**src/rtl/fir_channel_scheduler.sv**
```systemverilog
// Round-robin scheduler sharing one FIR core among NUM_CH channels; results are returned tagged with the channel.
// Optional WAIT watchdog is enabled by defining SCHED_TIMEOUT_EN.
module fir_channel_scheduler #(
  parameter int NUM_CH  = 4,
  parameter int WIDTH   = 24,
  parameter int TIMEOUT = 255,
  localparam int CH_W   = $clog2(NUM_CH)
) (
  input  logic                    i_clk,
  input  logic                    i_rst_n,
  input  logic                    i_en,
  input  logic [NUM_CH-1:0]       iv_req_valid,
  input  logic [NUM_CH*WIDTH-1:0] iv_req_data,
  output logic [NUM_CH-1:0]       ov_req_ready,
  output logic [WIDTH-1:0]        ov_core_din,
  output logic                    o_core_din_valid,
  input  logic                    i_core_ready,
  input  logic [WIDTH-1:0]        iv_core_dout,
  input  logic                    i_core_dout_valid,
  output logic                    o_core_ready,
  output logic [WIDTH-1:0]        ov_dout,
  output logic [CH_W-1:0]         ov_dout_ch,
  output logic                    o_dout_valid,
  input  logic                    i_dout_ready,
  output logic                    o_busy,
  output logic                    o_timeout
);

  typedef enum logic [1:0] {S_IDLE, S_ISSUE, S_WAIT, S_DELIVER} state_t;

  state_t            state_q, state_d;
  logic [CH_W-1:0]   last_q, last_d;
  logic [CH_W-1:0]   sel_q, sel_d;
  logic [WIDTH-1:0]  din_q, din_d;
  logic [WIDTH-1:0]  dout_q, dout_d;
  logic              din_valid_q, din_valid_d;
  logic              dout_valid_q, dout_valid_d;

  logic [WIDTH-1:0]  req_word [NUM_CH];
  logic [NUM_CH-1:0] grant_c;
  logic [CH_W-1:0]   pick_c;
  logic [CH_W-1:0]   idx_c;
  logic              found_c;

`ifdef SCHED_TIMEOUT_EN
  localparam int CNT_W = $clog2(TIMEOUT + 1);
  logic [CNT_W-1:0] cnt_q, cnt_d;
  logic             timeout_q, timeout_d;
`endif

  for (genvar gi = 0; gi < NUM_CH; gi++) begin : g_unpack
    assign req_word[gi] = iv_req_data[gi*WIDTH +: WIDTH];
  end

  // Rotating search: first valid channel starting just after the last served one.
  always_comb begin
    found_c = 1'b0;
    pick_c  = '0;
    idx_c   = '0;
    for (int i = 1; i <= NUM_CH; i++) begin
      idx_c = CH_W'((int'(last_q) + i) % NUM_CH);
      if (!found_c && iv_req_valid[idx_c]) begin
        found_c = 1'b1;
        pick_c  = idx_c;
      end
    end
  end

  always_comb begin
    state_d = state_q;
    last_d  = last_q;
    sel_d   = sel_q;
    din_d   = din_q;
    dout_d  = dout_q;
    grant_c = '0;
`ifdef SCHED_TIMEOUT_EN
    cnt_d     = cnt_q;
    timeout_d = timeout_q;
`endif
    case (state_q)
      S_IDLE: begin
        if (i_en && found_c) begin
          grant_c[pick_c] = 1'b1;
          sel_d           = pick_c;
          din_d           = req_word[pick_c];
          state_d         = S_ISSUE;
        end
      end
      S_ISSUE: begin
        if (i_core_ready) begin
          state_d = S_WAIT;
`ifdef SCHED_TIMEOUT_EN
          cnt_d   = '0;
`endif
        end
      end
      S_WAIT: begin
        if (i_core_dout_valid) begin
          dout_d  = iv_core_dout;
          state_d = S_DELIVER;
        end
`ifdef SCHED_TIMEOUT_EN
        else if (cnt_q == CNT_W'(TIMEOUT - 1)) begin
          // Drop the word but still advance the pointer so the stuck channel loses its turn.
          timeout_d = 1'b1;
          last_d    = sel_q;
          state_d   = S_IDLE;
        end else begin
          cnt_d = cnt_q + CNT_W'(1);
        end
`endif
      end
      S_DELIVER: begin
        if (i_dout_ready) begin
          last_d  = sel_q;
          state_d = S_IDLE;
        end
      end
      default: state_d = S_IDLE;
    endcase
    din_valid_d  = (state_d == S_ISSUE);
    dout_valid_d = (state_d == S_DELIVER);
  end

  always_ff @(posedge i_clk or negedge i_rst_n) begin
    if (!i_rst_n) begin
      state_q      <= S_IDLE;
      last_q       <= CH_W'(NUM_CH - 1);
      sel_q        <= '0;
      din_q        <= '0;
      dout_q       <= '0;
      din_valid_q  <= 1'b0;
      dout_valid_q <= 1'b0;
    end else begin
      state_q      <= state_d;
      last_q       <= last_d;
      sel_q        <= sel_d;
      din_q        <= din_d;
      dout_q       <= dout_d;
      din_valid_q  <= din_valid_d;
      dout_valid_q <= dout_valid_d;
    end
  end

`ifdef SCHED_TIMEOUT_EN
  always_ff @(posedge i_clk or negedge i_rst_n) begin
    if (!i_rst_n) begin
      cnt_q     <= '0;
      timeout_q <= 1'b0;
    end else begin
      cnt_q     <= cnt_d;
      timeout_q <= timeout_d;
    end
  end
  assign o_timeout = timeout_q;
`else
  assign o_timeout = 1'b0;
`endif

  // Gated by reset so a pending request cannot show a grant while held in reset.
  assign ov_req_ready     = i_rst_n ? grant_c : '0;
  assign ov_core_din      = din_q;
  assign o_core_din_valid = din_valid_q;
  assign o_core_ready     = (state_q == S_WAIT);
  assign ov_dout          = dout_q;
  assign ov_dout_ch       = sel_q;
  assign o_dout_valid     = dout_valid_q;
  assign o_busy           = (state_q != S_IDLE);

endmodule

```
**config.mk**
```make
export PLATFORM = sky130hd
export DESIGN_NAME = fir_channel_scheduler
export DESIGN_NICKNAME = d
export VERILOG_FILES = /design/src/rtl/fir_channel_scheduler.sv
export SDC_FILE = /design/constraint.sdc
export NUM_CORES = 1
export LEC_CHECK = 0
export CORE_MARGIN = 2
export CORE_UTILIZATION = 35
export DETAILED_ROUTE_END_ITERATION = 12
export HOLD_SLACK_MARGIN = 0.08
export PLACE_DENSITY_LB_ADDON = 0.15
export SYNTH_ARGS = -nofsm -noshare
export SYNTH_HDL_FRONTEND = slang
export SYNTH_SLANG_ARGS = --single-unit
```
**constraint.sdc**
```tcl
create_clock -name i_clk -period 2.6 [get_ports i_clk]
set_clock_uncertainty 0.2 [all_clocks]
set_input_delay 0.78 -clock i_clk [delete_from_list [all_inputs] [get_ports i_clk]]
set_output_delay 0.78 -clock i_clk [all_outputs]
set_load 0.02 [all_outputs]
```
==> results_dict.tcl, run 1 <==
set metrics [dict create \
    status "finished with violations" \
    violations "negative setup slack" \
    hold_violations 0 \
    ys_seq_elements 56 \
    ys_seq_area_share_pct 43.0 \
    core_um2 9150 \
    antenna_found_initial 0 \
    grt_max_degree 57 \
    fp.dieH_um 101 \
    syn-num-nets 428 \
    critPathKind "in2out" \
    antenna_left 0 \
    muxShareOfSynthArea_pct 16.9 \
    clkPwrFrac_pct 12.4 \
    crit_path_end_kind "output port" \
    wl_per_cell_um 18.1 \
    rows 35 \
    crit_path_frequent_cell "buf_6" \
    path_buf_inv 4 \
    final_cell_area_um2 5700 \
    seq_power_share_pct 27.2 \
    pre_cts_ws_ns -1.11 \
    first_pass_iters 4 \
    worstPathArrival_ns 1.84 \
    internal_power_w 0.00341 \
    ys_warn_count 0 \
    power_switching_w 0.00215 \
    grt.overflow.total 0 \
    critPathMaxFanout 4 \
    die_w_um 101 \
    grt_usage_pct 21.5 \
    start_util_pct 35.7 \
    grt_pass1_wl_mm 17.3 \
    gp_congestion 0.785 \
    vias 3293 \
    worst_pin_slew_ns 0.718 \
    worst_setup_path_start_kind "input port" \
    synthAdderAreaFrac_pct 0 \
    drtIter0Drc 92 \
    slew_violations 0 \
    clockRootBuffer "clkbuf_8" \
    synth-compound-area-share_pct 21.4 \
    synth.avg_cell_area_um2 11.0 \
    maxCapViolations 0 \
    synth_top_family_by_area "compound AO/OA/AOI/OAI gates" \
    clock_sinks 56 \
    syn_to_final_growth_pct 74.6 \
    clkTransAtPathRegs_ns 0.10 \
    crit_required_ns 1.62 \
    pin_count 189 \
    p_leak_nw 2.40 \
    rsz0062_at_grt "true" \
    insertedDiodeCount 0 \
    vias_per_cell 5.37 \
    stdcell_count 613 \
    totalWireLength_mm 11.1 \
    synth_area_leaders "dfrtp_1 (41%), mux2_2 (9.0%), mux2i_1 (8.0%)" \
    yosysTopAreaCellShare_pct 41.4 \
    grt.met2_usage_pct 38.9 \
    p_comb_share_pct 60.3 \
    post-route-period-util_pct 109 \
    cellPowerDensity_nw_per_um2 975 \
    setup_ws_ns -0.223 \
    synth-edff-count 0 \
    cts_buffers 5 \
    port_buffers 187 \
    synthCells 298 \
    placed_area_um2 5450 \
    htreeDepth 2 \
    fmax_mhz 354 \
    worstHoldPathType "reg2reg" \
    place_inst 598 \
    cts_tree "built" \
    met3_usage_pct 5.96 \
    slew_headroom_pct 52.2 \
    busiest_layer "met2" \
    min_period_ns 2.82 \
    fin_total_pwr_w 0.00556 \
    synth-xor-area-share_pct 0 \
    clock_path_buffers 2 \
    yosysTopAreaCell "dfrtp_1" \
    grt_pass1_vias 3453 \
    slowest_stage "o21ai_2" \
    crit_family "buffers and inverters" \
    ys_types 36 \
    synth.most_common_cell "dfrtp_1" \
    layout.nets 631 \
    drive_gt1_share_pct 23.3 \
    drc 0 \
    synth_area_um2 3270 \
    switching_share_pct 38.6 \
    max_stage_delay_ns 0.17 \
    hpwlAfterDp_mm 8.06 \
    path_cells "buf_8 > buf_4 > nor2b_4 > o21ai_2 > nand3_2 > buf_6 > nor3_4 > buf_6" \
    use_met1_pct 24.4 \
    async_flop_share_pct 100 \
    synthTopCellsByCount "dfrtp_1 (54), nand2_1 (30), mux2_2 (26), mux2i_1 (26)" \
    die_area_um2 10100 \
    synthSimpleGateAreaFrac_pct 14.0 \
    synthFlopType "dfrtp_1" \
    irDropWorstVdd_v 0.000377 \
    setup_viol 4 \
    insertion_delay_ns 0.32 \
]
power by group through the flow:
stage               Clock [W]  Combinational, W  Sequential, W
floorplan                   0           0.00135        0.00201
global placement            0           0.00324        0.00152
detailed placement          0           0.00332        0.00153
CTS                  0.000698           0.00335        0.00153
global route         0.000733           0.00359        0.00157
finish               0.000690           0.00336        0.00152
final timing paths:
path | start | to | slack (ns) | depth (start not counted)
worst max-delay path | iv_req_valid[1] | ov_req_ready[2] | -0.22 | 8
worst min-delay path | ov_core_din[2] | ov_core_din[2] | 0.31 | 2
worst max register to register | last_q[0] | ov_core_din[2] | 0.30 | 9
worst min register to register | ov_core_din[2] | ov_core_din[2] | 0.31 | 2
max in group asynchronous | i_rst_n | ov_dout[22] | 1.25 | 2
min in group asynchronous | i_rst_n | ov_core_din[22] | 0.48 | 2
worst register-to-register path: cells and delay by family, from the launching register on:
kind,cells,cell delay [ns]
compound gates,2,0.30
buf+inv,4,0.61
flops,1,0.55
mux,1,0.32
simple gates,2,0.21
repair_timing:
item | in CTS | in global routing
pin swaps | 14 | 7
setup buffers | 4 | 3
gates resized for setup | 56 | 6
hold buffers | 0 | 0
setup endpoints to repair | 28 | 5
cell type report:
type | instances | area [um2]
clock buffer | 6 | 72.6
inverter | 3 | 11.3
fill | 813 | 3450
clock inverter | 2 | 60.1
tap | 111 | 139
sequential | 56 | 1400
multi-input combinational | 212 | 1840
timing repair buffer | 223 | 2180
sequential cells by signal, summed over array words and instances (netlist names):
name / count
last_q: 2
o_dout_valid: 1
ov_dout: 24
state_q: 2
ov_core_din: 24
o_core_din_valid: 1
ov_dout_ch: 2
routing by layer:
metal	vias to the layer above	part of all wire (%)
li1	1527	-
met1	1593	40
met2	152	50
met3	21	8.1
met4	0	1.9
met5	-	0
cells in the final DEF (no fill, tap or decap), types with 12 or more instances in the layout:
cell type	netlist	routed
o31a_1	24	24
o21ai_0	12	12
mux2_2	26	26
buf_4	1	29
o211ai_2	17	17
clkdlybuf4s50_1	0	175
nand2_1	30	29
mux2i_1	26	26
and4_1	24	24
dfrtp_1	54	54
o21ai_1	15	13
per-stage QoR:
step / hold WS (ns) / setup TNS [ns] / util [%]
after CTS: 0.309 / -0.959 / 61.8
final: 0.308 / -0.869 / 62.3
after floorplan: 0.284 / -0.516 / -
after detailed placement: 0.285 / -13.97 / 59.6
after global placement: 0.278 / -12.74 / 59.6
after global routing: 0.329 / -1.04 / 62.3
cells by family (layout without fill, tap and decap cells):
family          Yosys count  after routing
flops                    56             56
compound gates           85             85
mux                      52             52
other cells               1              1
simple gates             74             74
buf+inv                  30            234
No activity file was read; power rests on OpenSTA's default activity.
==> run 2: changes to the inputs <==
--- a/config.mk
+++ b/config.mk
@@ -9,7 +9,7 @@
 export CORE_UTILIZATION = 35
 export DETAILED_ROUTE_END_ITERATION = 12
 export HOLD_SLACK_MARGIN = 0.08
-export PLACE_DENSITY_LB_ADDON = 0.15
+export PLACE_DENSITY_LB_ADDON = 0.05
 export SYNTH_ARGS = -nofsm -noshare
 export SYNTH_HDL_FRONTEND = slang
 export SYNTH_SLANG_ARGS = --single-unit
==> results_dict.tcl, run 2 (synthesis results as in run 1) <==
set metrics [dict create \
    ctsHoldBuffers 0 \
    htreeDepth 2 \
    worstHoldPathType "reg2reg" \
    slew_headroom_pct 52.1 \
    cts_tree "built" \
    worst_setup_path_start_kind "input port" \
    insertion_delay_ns 0.31 \
    timing.rr.start "last_q[0]" \
    critPathMaxFanout 3 \
    antenna_found_initial 1 \
    pin_count 189 \
    rows 35 \
    port_buffers 187 \
    die_w_um 101 \
    fmax_mhz 348 \
    num-fill-cells 795 \
    final_common_cell "clkdlybuf4s50_1" \
    slew_violations 0 \
    status "finished with violations" \
    grt_max_degree 57 \
    critPathKind "in2out" \
    drive_gt1_share_pct 22.4 \
    vias 3157 \
    hp-start "ov_core_din[4]" \
    utilization_pct 61.9 \
    insertedDiodeCount 0 \
    final_cell_mix "clkdlybuf4s50_1 (175), dfrtp_1 (54), nand2_1 (29)" \
    hpwlAfterDp_mm 7.55 \
    grt_pass1_wl_mm 15.8 \
    grt.overflow.total 0 \
    wl_per_cell_um 16.9 \
    fin_total_pwr_w 0.00548 \
    cp-startpoint "iv_req_valid[0]" \
    first_pass_iters 4 \
    gp_congestion 0.849 \
    post-route-period-util_pct 110 \
    worst_pin_slew_ns 0.719 \
    die_area_um2 10100 \
    crit_required_ns 1.62 \
    p_leak_nw 2.38 \
    vias_per_cell 5.18 \
    rsz0062_at_grt "true" \
    drtIter0Drc 71 \
    clock_sinks 56 \
    grt_usage_pct 19.9 \
    irDropWorstVdd_v 0.000438 \
    min_period_ns 2.87 \
    fp.dieH_um 101 \
    worstPathArrival_ns 1.89 \
    setup_ws_ns -0.270 \
    totalWireLength_mm 10.3 \
    antenna_left 0 \
    core_um2 9150 \
    grt_pass1_vias 3170 \
    syn_to_final_growth_pct 73.4 \
    cts_buffers 5 \
    start_util_pct 35.7 \
    drc 0 \
    crit_path_end_kind "output port" \
    layout.nets 628 \
    tns_ns -1.01 \
    clockRootBuffer "clkbuf_8" \
    clkTransAtPathRegs_ns 0.11 \
    setup_viol 4 \
    maxCapViolations 0 \
    clock_path_buffers 2 \
    cellPowerDensity_nw_per_um2 967 \
    violations "negative setup slack" \
    hold_violations 0 \
]
==> run 2: cell count changes in the layout (fill, tap and decap cells not counted) <==
cell	before	now
buf_4	29	26
nor2_4	4	2
nand2b_1	2	1
nand2b_4	1	2
nor2_1	0	1
nor2_2	0	1
nor2b_1	1	2
nor2b_4	2	1
o21ai_1	13	14
o21ai_2	2	1
==> run 2: metrics by stage <==
step           area [um2]  worst slack, ns  cells  hold WS [ns]
4_1_cts              5640           -0.298    609         0.308
3_3_place_gp         5440            -1.09    596         0.276
5_1_grt              5670           -0.313    610         0.313
6_report             5670           -0.270    610         0.304
2_1_floorplan        3350           -0.142    298         0.284
3_5_place_dp         5440            -1.11    596         0.286
==> run 2: repair_timing <==
action | CTS | global route
endpoints found under the setup margin | 28 | 5
gates cloned | 0 | 0
pin swaps | 10 | 5
buffers inserted | 5 | 1
gates resized for setup | 50 | 6
==> run 2: worst paths after layout <==
kind	end	slack, ns	depth (start not counted)
max	ov_req_ready[2]	-0.27	7
min	ov_core_din[4]	0.30	2
max reg2reg	ov_core_din[1]	0.17	8
min reg2reg	ov_core_din[4]	0.30	2
max in group asynchronous	state_q[0]	1.25	2
min in group asynchronous	ov_core_din[23]	0.48	2
==> run 2: where the power goes <==
group | internal [W] | total, W | switching (W)
Combinational | 0.00171 | 0.00329 | 0.00158
Sequential | 0.00130 | 0.00151 | 0.000211
Clock | 0.000385 | 0.000681 | 0.000295
==> run 2: cell type report <==
cell class,instances,area [um2],share of cell area [%]
clock buffers,6,72.6,1.28
clock inverters,2,60.1,1.06
inverters,3,11.3,0.199
multi-input cells,212,1820,32.1
flip-flops and latches,56,1400,24.8
well taps,111,139,2.45
repair buffers,220,2160,38.1
==> run 2: per-layer routing <==
layer	GRT usage, %	wire, um	share of wire (%)
met2	36.7	5270	51
met5	0	13	0.13
met4	4.95	147	1.4
met3	5.20	777	7.5
met1	22.8	4110	40
==> run 2: worst max-delay path, stage by stage <==
cell and delay [ns]:
buf_8 0.10, or2_4 0.25, o311ai_4 0.27, nand3b_4 0.21
buf_6 0.12, nor3_4 0.03, buf_6 0.13
